$ cat config.mk
export PLATFORM = sky130hd
export DESIGN_NAME = alu_sequencer_flat
export DESIGN_NICKNAME = d
export VERILOG_FILES = /design/src/rtl/alu_sequencer_if.sv /design/src/rtl/alu_sequencer.sv /design/src/flat_wrapper.sv
export SDC_FILE = /design/constraint.sdc
export NUM_CORES = 1
export LEC_CHECK = 0
export CAP_MARGIN = 40
export CORE_MARGIN = 4
export CORE_UTILIZATION = 42
export DETAILED_ROUTE_END_ITERATION = 10
export PLACE_DENSITY_LB_ADDON = 0.08
export SLEW_MARGIN = 20
export SYNTH_ARGS = -nofsm -noshare
export SYNTH_HDL_FRONTEND = slang
export SYNTH_SLANG_ARGS = --single-unit
$ cat constraint.sdc
create_clock -name clk -period 4.8 [get_ports clk]
set_input_delay 0.96 -clock clk [delete_from_list [all_inputs] [get_ports clk]]
set_output_delay 0.96 -clock clk [all_outputs]
set_load 0.01 [all_outputs]
$ cat src/rtl/alu_sequencer_if.sv
// Request / ALU / response signal bundle for alu_sequencer.
// master: requester, ALU and response consumer; slave: the sequencer.
interface alu_sequencer_if;
    logic       req_valid;
    logic       req_ready;
    logic [1:0] req_op;
    logic [7:0] req_a;
    logic [7:0] req_b;
    logic       req_chain;

    logic [7:0] alu_a_out;
    logic [7:0] alu_b_out;
    logic [1:0] alu_op_out;
    logic [7:0] alu_result_in;
    logic       alu_carry_in;
    logic       alu_zero_in;
    logic       alu_negative_in;

    logic       rsp_valid;
    logic       rsp_ready;
    logic [7:0] rsp_result;
    logic [2:0] rsp_flags;

    modport master (
        output req_valid, req_op, req_a, req_b, req_chain,
        input  req_ready,
        input  alu_a_out, alu_b_out, alu_op_out,
        output alu_result_in, alu_carry_in, alu_zero_in, alu_negative_in,
        input  rsp_valid, rsp_result, rsp_flags,
        output rsp_ready
    );

    modport slave (
        input  req_valid, req_op, req_a, req_b, req_chain,
        output req_ready,
        output alu_a_out, alu_b_out, alu_op_out,
        input  alu_result_in, alu_carry_in, alu_zero_in, alu_negative_in,
        output rsp_valid, rsp_result, rsp_flags,
        input  rsp_ready
    );
endinterface

$ cat src/rtl/alu_sequencer.sv
// Sequences one op at a time through an external pipelined ALU and returns result + {N,C,Z}.
// Define ALU_SEQ_CHAIN_EN to let req_chain substitute the previous result for operand A.
module alu_sequencer (
    input  logic           clk,
    input  logic           reset,
    alu_sequencer_if.slave bus,
    output logic           busy
);

    typedef enum logic [2:0] {IDLE, EXEC, RES, FLAG, RESP} state_t;

    localparam logic [1:0] OP_ADD = 2'd0;

    state_t     state_q;
    state_t     state_d;
    logic       req_ready_c;
    logic       rsp_valid_c;
    logic       busy_c;
    logic       accept;
    logic       capture;
    logic [7:0] a_sel;
    logic [7:0] alu_a_q;
    logic [7:0] alu_b_q;
    logic [1:0] alu_op_q;
    logic [7:0] rsp_result_q;
    logic [2:0] rsp_flags_q;

    assign accept  = bus.req_valid && (state_q == IDLE);
    assign capture = (state_q == FLAG);

    always_ff @(posedge clk or negedge reset) begin
        if (!reset) begin
            state_q <= IDLE;
        end else begin
            state_q <= state_d;
        end
    end

    always_comb begin
        state_d = state_q;
        case (state_q)
            IDLE:    if (bus.req_valid) state_d = EXEC;
            EXEC:    state_d = RES;
            RES:     state_d = FLAG;
            FLAG:    state_d = RESP;
            RESP:    if (bus.rsp_ready) state_d = IDLE;
            default: state_d = IDLE;
        endcase
    end

    always_comb begin
        req_ready_c = 1'b0;
        rsp_valid_c = 1'b0;
        busy_c      = 1'b1;
        case (state_q)
            IDLE: begin
                req_ready_c = 1'b1;
                busy_c      = 1'b0;
            end
            RESP:    rsp_valid_c = 1'b1;
            default: ;
        endcase
    end

`ifdef ALU_SEQ_CHAIN_EN
    // Last captured result; loads on every FLAG->RESP edge, handshake or not.
    logic [7:0] chain_q;

    always_ff @(posedge clk or negedge reset) begin
        if (!reset) begin
            chain_q <= '0;
        end else if (capture) begin
            chain_q <= bus.alu_result_in;
        end
    end

    assign a_sel = bus.req_chain ? chain_q : bus.req_a;
`else
    logic unused_req_chain;

    assign unused_req_chain = bus.req_chain;
    assign a_sel            = bus.req_a;
`endif

    always_ff @(posedge clk or negedge reset) begin
        if (!reset) begin
            alu_a_q      <= '0;
            alu_b_q      <= '0;
            alu_op_q     <= OP_ADD;
            rsp_result_q <= '0;
            rsp_flags_q  <= '0;
        end else begin
            if (accept) begin
                alu_a_q  <= a_sel;
                alu_b_q  <= bus.req_b;
                alu_op_q <= bus.req_op;
            end
            if (capture) begin
                rsp_result_q <= bus.alu_result_in;
                rsp_flags_q  <= {bus.alu_negative_in, bus.alu_carry_in, bus.alu_zero_in};
            end
        end
    end

    assign bus.req_ready  = req_ready_c;
    assign bus.rsp_valid  = rsp_valid_c;
    assign busy           = busy_c;
    assign bus.alu_a_out  = alu_a_q;
    assign bus.alu_b_out  = alu_b_q;
    assign bus.alu_op_out = alu_op_q;
    assign bus.rsp_result = rsp_result_q;
    assign bus.rsp_flags  = rsp_flags_q;

endmodule

$ cat src/flat_wrapper.sv
// flat-port wrapper written by rule: the top's interface ports become plain ports
module alu_sequencer_flat 
  (clk, reset, busy, bus_req_valid, bus_req_op, bus_req_a, bus_req_b, bus_req_chain, bus_req_ready, bus_alu_a_out, bus_alu_b_out, bus_alu_op_out, bus_alu_result_in, bus_alu_carry_in, bus_alu_zero_in, bus_alu_negative_in, bus_rsp_valid, bus_rsp_result, bus_rsp_flags, bus_rsp_ready);
  alu_sequencer_if bus_i ();
  input  logic clk;
  input  logic reset;
  output logic busy;
  input wire logic [$bits(bus_i.req_valid)-1:0] bus_req_valid;
  input wire logic [$bits(bus_i.req_op)-1:0] bus_req_op;
  input wire logic [$bits(bus_i.req_a)-1:0] bus_req_a;
  input wire logic [$bits(bus_i.req_b)-1:0] bus_req_b;
  input wire logic [$bits(bus_i.req_chain)-1:0] bus_req_chain;
  output wire logic [$bits(bus_i.req_ready)-1:0] bus_req_ready;
  output wire logic [$bits(bus_i.alu_a_out)-1:0] bus_alu_a_out;
  output wire logic [$bits(bus_i.alu_b_out)-1:0] bus_alu_b_out;
  output wire logic [$bits(bus_i.alu_op_out)-1:0] bus_alu_op_out;
  input wire logic [$bits(bus_i.alu_result_in)-1:0] bus_alu_result_in;
  input wire logic [$bits(bus_i.alu_carry_in)-1:0] bus_alu_carry_in;
  input wire logic [$bits(bus_i.alu_zero_in)-1:0] bus_alu_zero_in;
  input wire logic [$bits(bus_i.alu_negative_in)-1:0] bus_alu_negative_in;
  output wire logic [$bits(bus_i.rsp_valid)-1:0] bus_rsp_valid;
  output wire logic [$bits(bus_i.rsp_result)-1:0] bus_rsp_result;
  output wire logic [$bits(bus_i.rsp_flags)-1:0] bus_rsp_flags;
  input wire logic [$bits(bus_i.rsp_ready)-1:0] bus_rsp_ready;
  assign bus_i.req_valid = bus_req_valid;
  assign bus_i.req_op = bus_req_op;
  assign bus_i.req_a = bus_req_a;
  assign bus_i.req_b = bus_req_b;
  assign bus_i.req_chain = bus_req_chain;
  assign bus_req_ready = bus_i.req_ready;
  assign bus_alu_a_out = bus_i.alu_a_out;
  assign bus_alu_b_out = bus_i.alu_b_out;
  assign bus_alu_op_out = bus_i.alu_op_out;
  assign bus_i.alu_result_in = bus_alu_result_in;
  assign bus_i.alu_carry_in = bus_alu_carry_in;
  assign bus_i.alu_zero_in = bus_alu_zero_in;
  assign bus_i.alu_negative_in = bus_alu_negative_in;
  assign bus_rsp_valid = bus_i.rsp_valid;
  assign bus_rsp_result = bus_i.rsp_result;
  assign bus_rsp_flags = bus_i.rsp_flags;
  assign bus_i.rsp_ready = bus_rsp_ready;
  alu_sequencer u_core (.clk(clk), .reset(reset), .bus(bus_i), .busy(busy));
endmodule
; After elaboration in Yosys (flattened, before gate mapping)
; Cells that the tools add are included.
[classes]
mux = 6
reduce_logical = 3
eq_ne = 6
[op_table]
columns = operator, count
row1 = case mux 3 bit (5 select lines), 1
row2 = "equality test 3 x 2 -> 1 bit, second input constant", 2
row3 = 2-to-1 mux 3 bit, 2
row4 = "!= test 2 bit, second input constant", 2
row5 = "equality test 3 x 1 -> 1 bit, second input constant", 1
row6 = "equality test 3 bit, second input constant", 1
row7 = logical NOT 3 bit, 1
row8 = 2-to-1 mux 1 bit, 3
row9 = AND reduction 2 bit, 1
row10 = logical AND 1 bit, 1
[totals]
elab_cells = 21
regBits = 32
input_bits = 34

; Longest topological paths before layout
; Gate-level depths: netlist of run 1.
[logic_depth]
word_depth = 3
mapped_depth = 4

; Least setup slack after synthesis of run 1
; No wires, ideal clock.
[synth_timing]
path_kind = register -> output
from = register u_core.state_q[1]
to = output bus_req_ready
path_stages_with_launch = 4
slack_ns = 2.716
arrival_time_ns = 1.124
required_ns = 3.840
path_buffers = 1
cell_sequence = dfrtp_1 > buf_4 > or3_2 > inv_1
[synth_between]
elab_chain_cells = 2
[synth_rtl]
columns = item, line_no
row1 = from (decl), alu_sequencer.sv:14  ; state_t state_q;
row2 = from (signal assigned), alu_sequencer.sv:35  ; state_q <= state_d;
row3 = logical NOT 3 bit, alu_sequencer.sv:55  ; case (state_q)
row4 = 2-to-1 mux 1 bit, alu_sequencer.sv:55
row5 = to (decl), flat_wrapper.sv:13  ; output wire logic [$bits(bus_i.req_ready)-1:0] bus_req_ready;
; Every way passes these cells.

; Worst setup path after layout of run 1
; Ends and elaborated chain as after synthesis.

==> flow_summary_export.csv, run 1 <==
group,metric,value,unit
outcome,status,"completed",
synthesis,syn_inst,76,
worst_hold_path,min_path_type,"flop to flop",
route,wl,2660,um
worst_setup_path,critPathBufInv,2,
cts,cts_max_level,2,
timing,period_share,59.8,%
timing,worstMarginPinSlew,0.554,ns
route,first_pass_iters,4,
timing,setup_viol,0,
die,die_h,63.6,um
route,vias,864,
synthesis,synthArstFlopShare,100,%
pwr,ir_worst_vdd,0.341,mV
worst_setup_path,path_cells,"or3_2 > inv_1 > clkdlybuf4s50_1",
grt,grt_pass1_wl,4440,um
worst_setup_path,end_kind,"output pin",
timing,finalWorstSetupSlack,1.93,ns
cts,cts_tree,"done",
worst_hold_path,min_from,"u_core.bus.rsp_flags[2]$_DFFE_PN0N_",
pwr,p_total,1.32,mW
worst_setup_path,crit_arrival,1.91,ns
timing,period_minus_slack,2.87,ns
placed_design,place_ws,2.28,ns
worst_setup_path,worst-path-max-fanout,7,
route,routedWlPerCell,15.0,um
cts,clock_path_buffers,2,
grt,grt_remaining_overflow,0,
worst_setup_path,cp-start-kind,"flop",
timing,timing.fmax,348,MHz
timing,drv_slew,0,
synthesis,yosysMostFrequentCell,"dfrtp_1",
cts,ctsHoldBuffers,0,
synthesis,synth_top_flop_cell,"dfrtp_1",
pwr,power_density,661,nW/um^2
die,die_w,63.6,um
timing,rsz0062_at_grt,"false",
route,vias_per_cell,4.88,
worst_hold_path,hold-path-endpoint,"u_core.bus.rsp_flags[2]$_DFFE_PN0N_",
die,pin_count,66,
timing,hold_viol,0,
synthesis,synthDistinctLibCells,17,
synthesis,syn_area,1300,um^2
cts,postCtsSetupRepairBufs,0,
cts,cts_resized,0,
die,initial_core_util,45.5,%
timing,clock_skew,0.00477,ns
worst_setup_path,max_stage_delay,0.52,ns
grt,grt_pass1_vias,934,
placed_design,dp_cells,169,
pwr,p_leak,0.854,nW
die,core,2850,um^2
timing,relSlewSlack,62.9,%
timing,whs,0.510,ns
grt,grt_usage,14.4,%
grt,grt_max_degree,33,
synthesis,synth-seq-area-share,61.7,%
worst_setup_path,cp_data_required_time,3.84,ns
cts,insertion_delay,0.33,ns
placed_design,gp_congestion,0.688,
timing,setup_tns,0,ns
route,drc,0,
worst_setup_path,reg2reg_to,"u_core.bus.alu_a_out[7]$_DFFE_PN0P_",
layout,drive_above_1_share,27.4,%
route,antenna_left,0,
cts,cts-root-buf,"clkbuf_4",
worst_setup_path,critPathKind,"flop to output pin",
synthesis,yosys_warnings,0,
layout,nets,179,
cts,cts.sinks,32,
worst_hold_path,worstHoldPathCells,1,
worst_setup_path,rr_startpoint,"u_core.state_q[1]$_DFFE_PN0P_",
die,die_area,4040,um^2
synthesis,synth_top_area_share,61.7,%
layout,fin_util,70.2,%
worst_setup_path,slowest_stage,"or3_2",
synthesis,syn-num-nets,110,
worst_setup_path,reg2reg_slack,3.22,ns
layout,antenna_cells,0,
layout,layoutNonFillerInstCount,177,
job,max_cap_viol_count,0,
worst_setup_path,reg2reg_depth,3,
grt,grt_antenna_before_repair,0,
synthesis,ys_ff_latch,32,
die,rows,19,
route,drt_iter0_markers,19,
cts,cts_buffers,5,
synthesis,synth_edf_count,0,
synthesis,avgSynthCellArea,17.1,um^2
worst_setup_path,crit_family,"buffers and inverters",
synthesis,synth_commonest_cells,"dfrtp_1, mux2_2, mux2_4",
placed_design,placed_area,1940,um^2
cts,clkTransAtPathRegs,0.09,ns
synthesis,synth.area.top_cells,"dfrtp_1, mux2_2, mux2_4",
layout,syn2layout_area_growth,54.4,%
placed_design,hpwl,1940,um
layout,final_cell_area,2000,um^2
synthesis,yosysTopAreaCell,"dfrtp_1",
worst_setup_path,crit_cells,3,
placed_design,portBuffers,64,
-- worst register-to-register path, delay by kind of cell (launching register included) --
kind	cells	cell delay (ns)
simple gates	1	0.29
flops	1	0.48
mux	1	0.38
buf+inv	1	0.33
-- layout by cell type (no fill, tap or decap), types with 2 or more instances in the layout --
cell type,synthesis,final
dfrtp_1,32,32
nor2_1,2,2
buf_4,1,2
clkdlybuf4s50_1,0,64
clkbuf_1,0,2
clkbuf_4,0,5
mux2_4,10,10
mux2_2,19,19
-- where the power goes --
group / switching [mW] / internal [mW]
clock network: 0.0845 / 0.0722
registers: 0.0898 / 0.410
logic: 0.221 / 0.446
-- area by class of cell --
class                   count  area (um^2)
flip-flops and latches     32          801
fillers                   224          850
repair buffers             66          656
inverters                   1         3.75
clock buffers               8         58.8
multi-input cells          39          445
well taps                  31         38.8
-- how the worst max path moves through the flow --
stage	start	slack [ns]	end
floorplan	u_core.state_q[1]$_DFFE_PN0P_	2.72	bus_req_ready
global placement	u_core.state_q[1]$_DFFE_PN0P_	2.31	bus_req_ready
detailed placement	u_core.state_q[1]$_DFFE_PN0P_	2.28	bus_req_ready
CTS	u_core.state_q[1]$_DFFE_PN0P_	1.91	bus_req_ready
global route	u_core.state_q[1]$_DFFE_PN0P_	1.86	bus_req_ready
finish	u_core.state_q[1]$_DFFE_PN0P_	1.93	bus_req_ready
-- sequential cells by signal, summed over array words and instances, names as in the netlist --
register	flops
u_core.state_q	3
u_core.bus.rsp_result	8
u_core.bus.alu_b_out	8
u_core.bus.alu_op_out	2
u_core.bus.alu_a_out	8
u_core.bus.rsp_flags	3
-- cell families (layout without fill, tap and decap cells) --
group,Yosys count,count (layout),share of synthesized area (%)
XOR/XNOR,1,1,0.675
buffers and inverters,5,75,3.95
flip-flops,32,32,61.7
multiplexers,29,29,28.1
AND/OR/NAND/NOR,9,9,5.59
-- metal layers --
layer	global-route usage [%]	vias up	routed length, um
li1	-	401	-
met1	16.7	412	1090
met2	22.2	43	1240
met3	6.22	8	255
met4	8.09	0	65
met5	0	-	0
No activity file was read; power rests on OpenSTA's default activity.
==> inputs of run 2 (changes only) <==
--- a/config.mk
+++ b/config.mk
@@ -7,7 +7,7 @@
 export LEC_CHECK = 0
 export CAP_MARGIN = 40
 export CORE_MARGIN = 4
-export CORE_UTILIZATION = 42
+export CORE_UTILIZATION = 35
 export DETAILED_ROUTE_END_ITERATION = 10
 export PLACE_DENSITY_LB_ADDON = 0.08
 export SLEW_MARGIN = 20
==> constraint.sdc (replaced) <==
create_clock -name clk -period 2.55 [get_ports clk]
set_input_delay 0.51 -clock clk [delete_from_list [all_inputs] [get_ports clk]]
set_output_delay 0.51 -clock clk [all_outputs]
set_load 0.01 [all_outputs]
==> run 2 against run 1 <==
  * Design area grew 2.5%
  * Wire length grew 0.68%
  * First-iteration DRC count grew 68%
  * Non-clock buffer count is the same
  * Clock skew shrank 0.0022 ns
  * Register-to-register slack lost 2.3 ns
  * Critical path type unchanged
  * Largest cell class unchanged
==> flow_summary_export.csv, run 2 (same netlist as run 1, synthesis figures left out) <==
group,metric,value,unit
layout,nets,179,
route,antenna_left,0,
layout,syn2layout_area_growth,58.2,%
layout,drive_above_1_share,27.4,%
outcome,status,"completed",
route,vias,875,
grt,grt_max_degree,33,
placed_design,gp_congestion,0.623,
cts,cts_buffers,5,
die,die_w,68.9,um
placed_design,portBuffers,64,
pwr,power_density,1260,nW/um^2
cts,insertion_delay,0.27,ns
die,initial_core_util,37.4,%
cts,cts_resized,0,
cts,clkTransAtPathRegs,0.06,ns
die,die_area,4750,um^2
die,rows,21,
route,drc,0,
worst_setup_path,crit_arrival,1.84,ns
layout,nFillCells,306,
timing,rsz0062_at_grt,"false",
placed_design,placed_area,1960,um^2
cts,postCtsSetupRepairBufs,0,
pwr,p_total,2.59,mW
cts,cts_max_level,2,
cts,cts-root-buf,"clkbuf_8",
cts,ctsHoldBuffers,0,
route,first_pass_iters,2,
worst_hold_path,min_path_type,"flop to flop",
timing,period_share,92.1,%
layout,layoutNonFillerInstCount,192,
grt,grt_usage,12.9,%
die,die_h,68.9,um
layout,fin_util,59.2,%
worst_setup_path,crit_end,"bus_req_ready",
timing,timing.fmax,426,MHz
layout,antenna_cells,0,
timing,worstMarginPinSlew,0.588,ns
grt,grt_remaining_overflow,0,
layout,multiInputGateArea,445,um^2
layout,final_cell_area,2050,um^2
worst_setup_path,worst-path-max-fanout,7,
worst_setup_path,worstSetupStartpoint,"u_core.state_q[1]$_DFFE_PN0P_",
timing,clock_skew,0.00261,ns
timing,period_minus_slack,2.35,ns
worst_setup_path,critPathKind,"flop to output pin",
route,drt_iter0_markers,32,
route,vias_per_cell,4.56,
worst_setup_path,reg2reg_depth,3,
pwr,ir_worst_vdd,0.584,mV
timing,drv_slew,0,
cts,clock_path_buffers,2,
grt,grt_antenna_before_repair,0,
worst_setup_path,rr_startpoint,"u_core.state_q[1]$_DFFE_PN0P_",
worst_setup_path,end_kind,"output pin",
grt,grt_pass1_vias,992,
placed_design,hpwl,1990,um
route,routedWlPerCell,13.9,um
timing,relSlewSlack,60.7,%
worst_setup_path,cp-start-kind,"flop",
timing,setup_tns,0,ns
worst_setup_path,cp_data_required_time,2.04,ns
layout,final_common_cell,"clkdlybuf4s50_1",
cts,cts_tree,"done",
worst_setup_path,reg2reg_slack,0.97,ns
placed_design,dp_cells,184,
job,max_cap_viol_count,0,
route,wl,2670,um
placed_design,place_ws,0.480,ns
layout,ff_latch_area,801,um^2
grt,grt_pass1_wl,4400,um
cts,cts.sinks,32,
worst_setup_path,reg2reg_to,"u_core.bus.alu_a_out[5]$_DFFE_PN0P_",
pwr,p_leak,0.867,nW
timing,finalWorstSetupSlack,0.202,ns
die,pin_count,66,
timing,whs,0.509,ns
timing,setup_viol,0,
die,core,3470,um^2
layout,final_cell_mix,"clkdlybuf4s50_1, dfrtp_1, mux2_2",
timing,hold_viol,0,
-- run 2: cell types whose count changed in the layout (fill, tap and decap cells not counted) --
cell / change
clkbuf_8: +5
clkbuf_4: -5
-- run 2: worst min path at each step --
stage                                              start                              endpoint  slack [ns]  cells past startpoint
floorplan                                          reset   u_core.bus.alu_a_out[0]$_DFFE_PN0P_        0.21                      0
global placement    u_core.bus.rsp_result[2]$_DFFE_PN0N_  u_core.bus.rsp_result[2]$_DFFE_PN0N_        0.49                      1
detailed placement  u_core.bus.rsp_result[1]$_DFFE_PN0N_  u_core.bus.rsp_result[1]$_DFFE_PN0N_        0.49                      1
CTS                 u_core.bus.rsp_result[1]$_DFFE_PN0N_  u_core.bus.rsp_result[1]$_DFFE_PN0N_        0.51                      1
global route         u_core.bus.alu_a_out[3]$_DFFE_PN0P_   u_core.bus.alu_a_out[3]$_DFFE_PN0P_        0.52                      1
finish              u_core.bus.rsp_result[1]$_DFFE_PN0N_  u_core.bus.rsp_result[1]$_DFFE_PN0N_        0.51                      1
-- run 2: layout make-up --
cell class                      instances  share of cell area (%)
Sequential cell                        32                    39.0
Multi-Input combinational cell         39                    21.7
Clock buffer                            8                    4.39
Timing Repair Buffer                   66                    31.9
Tap cell                               46                    2.80
Inverter                                1                   0.183
-- run 2: critical path, cell delays in order (launching register included) --
cell	delay, ns
dfrtp_1	0.46
or3_2	0.51
inv_1	0.07
clkdlybuf4s50_1	0.53
-- run 2: where the power goes --
part | total [mW] | internal [mW] | switching, mW
registers | 0.945 | 0.774 | 0.171
logic | 1.26 | 0.840 | 0.418
clock network | 0.386 | 0.220 | 0.166
total | 2.59 | 1.83 | 0.756
-- run 2: metal layers --
metal / track usage, % / part of all wire [%] / wire [um] / vias up
met5: 0 / 0 / 0 / -
met4: 5.84 / 1.3 / 34 / 0
met3: 5.83 / 10 / 269 / 7
met2: 21.0 / 49 / 1320 / 38
met1: 14.5 / 39 / 1050 / 432
li1: - / - / - / 398
==> inputs of run 3 (changes only) <==
--- a/config.mk
+++ b/config.mk
@@ -9,6 +9,7 @@
 export CORE_MARGIN = 4
 export CORE_UTILIZATION = 35
 export DETAILED_ROUTE_END_ITERATION = 10
+export GPL_TIMING_DRIVEN = 1
 export PLACE_DENSITY_LB_ADDON = 0.08
 export SLEW_MARGIN = 20
 export SYNTH_ARGS = -nofsm -noshare
==> results of run 3 <==
No change in the layout: final DEF, timing and power equal those of run 2.
==> edit: new RTL, settings of run 2 <==
The option `ALU_SEQ_CHAIN_EN` is turned on by a define.
--- a/src/rtl/alu_sequencer.sv
+++ b/src/rtl/alu_sequencer.sv
@@ -2,2 +2,4 @@
 // Define ALU_SEQ_CHAIN_EN to let req_chain substitute the previous result for operand A.
+`define ALU_SEQ_CHAIN_EN
+
 module alu_sequencer (
Formal check against the unedited RTL: not equivalent (Yosys sat finds a counterexample within 4 cycles, from zero or initial values and one cycle with reset low).
==> edit against run 2 <==
  * Sequential cell count did not move
  * Final area up 4.3%
  * First-iteration DRC count down 28%
  * Critical endpoint unchanged
  * Setup slack gained 0.23 ns
  * Area after synthesis up 6.9%
  * Routed wire length up 12%
  * Total power increased by 0.99%
  * Sequential share of layout area is 1.6 points lower
  * Clock skew hardly changed
==> edit: results (changes against run 2) <==
** Detailed routing
- WL per Instance :: 14.8 µm (was 13.9 µm)
- Number of DRC violations after detailed-routing iteration 0 :: 23 (was 32)
- Routed via count :: 926 (was 875)

** Worst setup path
- Max incr delay on CP :: 0.58 ns (was 0.53 ns)
- Minimum setup slack among reg-to-reg paths :: 0.95 ns (was 0.97 ns)
- Peak fanout along the critical path :: 7 (unchanged)
- Crit path DAT :: 1.61 ns (was 1.84 ns)

** Timing
- Post-route worst hold slack :: 0.510 ns (was 0.509 ns)
- The clock skew after layout was 0.00298 ns (was 0.00261 ns).

** Cells and area
- Fraction of final layout cells with drive strength greater than 1 :: 0.305 (was 0.274)
- Count of nets after finishing :: 188 (was 179)

** Power and ir drop
- Peak supply drop :: 0.000498 V (was 0.000584 V)
- The net load switching power is 0.783 mW (was 0.756 mW).

** Synthesis
- XOR/XNOR Fraction of Synth Area :: 0.00631 (was 0.00675)
- The multiplexer area fraction after synthesis came to 0.327 (was 0.281).
- The synthesized net count is 119 (was 110).
- The sequential element share of the synthesized area came to 0.577 (was 0.617).
- Commonest cells in the synthesized netlist :: sky130_fd_sc_hd__dfrtp_1, sky130_fd_sc_hd__mux2_2, sky130_fd_sc_hd__mux2_4 (unchanged)
- The post-synthesis instance total was 85 (was 76).
- Largest cells by area after synthesis: sky130_fd_sc_hd__dfrtp_1, sky130_fd_sc_hd__mux2_2, sky130_fd_sc_hd__mux2_4 (unchanged).
- The number of distinct standard cells referenced by the synthesized netlist came to 16 (was 17).

** Placed design
- The number of port buffers is 65 (was 64).
- Global placer's final weighted congestion :: 0.694 (was 0.623)
- Dpl hpwl :: 2.26 mm (was 1.99 mm)
- Inst Count DP :: 195 (was 184)

** Status
- Outcome :: finished clean (unchanged)

** Global route
- The number of global-route vias before repair came to 1047 (was 992).
[edit: cell count changes in the layout (fill, tap and decap cells not counted), sizes merged]
cell	run 2	this run
clkbuf	8	6
clkdlybuf4s50	64	65
nor3	1	2
or3	1	0
clkinv	0	1
mux2	29	37
[edit: worst paths after layout]
| check | start | endpoint | cells after the start |
|---|---|---|---|
| max | u_core.state_q[0]$_DFFE_PN0P_ | bus_req_ready | 2 |
| min | u_core.bus.rsp_flags[0]$_DFFE_PN0N_ | u_core.bus.rsp_flags[0]$_DFFE_PN0N_ | 1 |
| max reg2reg | u_core.state_q[0]$_DFFE_PN0P_ | u_core.bus.alu_a_out[3]$_DFFE_PN0P_ | 3 |
| min reg2reg | u_core.bus.rsp_flags[0]$_DFFE_PN0N_ | u_core.bus.rsp_flags[0]$_DFFE_PN0N_ | 1 |
| max in group asynchronous | reset | u_core.state_q[2]$_DFFE_PN0P_ | 2 |
| min in group asynchronous | reset | u_core.bus.rsp_result[3]$_DFFE_PN0N_ | 2 |
[edit: layout make-up]
type,instances,area (µm²)
well taps,48,60.1
clock inverters,1,5.00
inverters,1,3.75
fillers,311,1600
clock buffers,6,72.6
multi-input cells,47,533
repair buffers,67,666
flip-flops and latches,32,801
[edit: per-layer routing]
metal,GRT usage,part of all wire,routed length [µm],vias to the layer above
met3,0.0682,0.076,226,2
met2,0.217,0.51,1510,36
met4,0.0438,0.0054,16,0
met1,0.146,0.41,1240,452
met5,0,0,0,-
li1,-,-,-,436
[edit: stage by stage]
stage / utilization / setup slack (ns)
final: 0.572 / 0.434
after global routing: 0.572 / 0.349
after CTS: 0.572 / 0.409
after detailed placement: 0.551 / 0.527
after global placement: 0.551 / 0.539
after floorplan: - / 0.904
[edit: critical path: cells and delay by family (launching register included)]
kind / cells / cell delay, ns
buf+inv: 1 / 0.58
simple gates: 1 / 0.27
flops: 1 / 0.48
[edit: cell families after synthesis]
kind of cell              count (synthesis)
muxes                                    37
DFF                                      32
and+or+nand+nor                           9
buffers and inverters                     6
xor gates and xnor gates                  1
[edit: power by group through the flow]
stage	combinational, mW	sequential [mW]	clock [mW]
global placement	1.31	0.958	0
global route	1.40	1.00	0.393
floorplan	0.619	1.04	0
finish	1.31	0.961	0.348
CTS	1.34	0.967	0.366
detailed placement	1.33	0.970	0
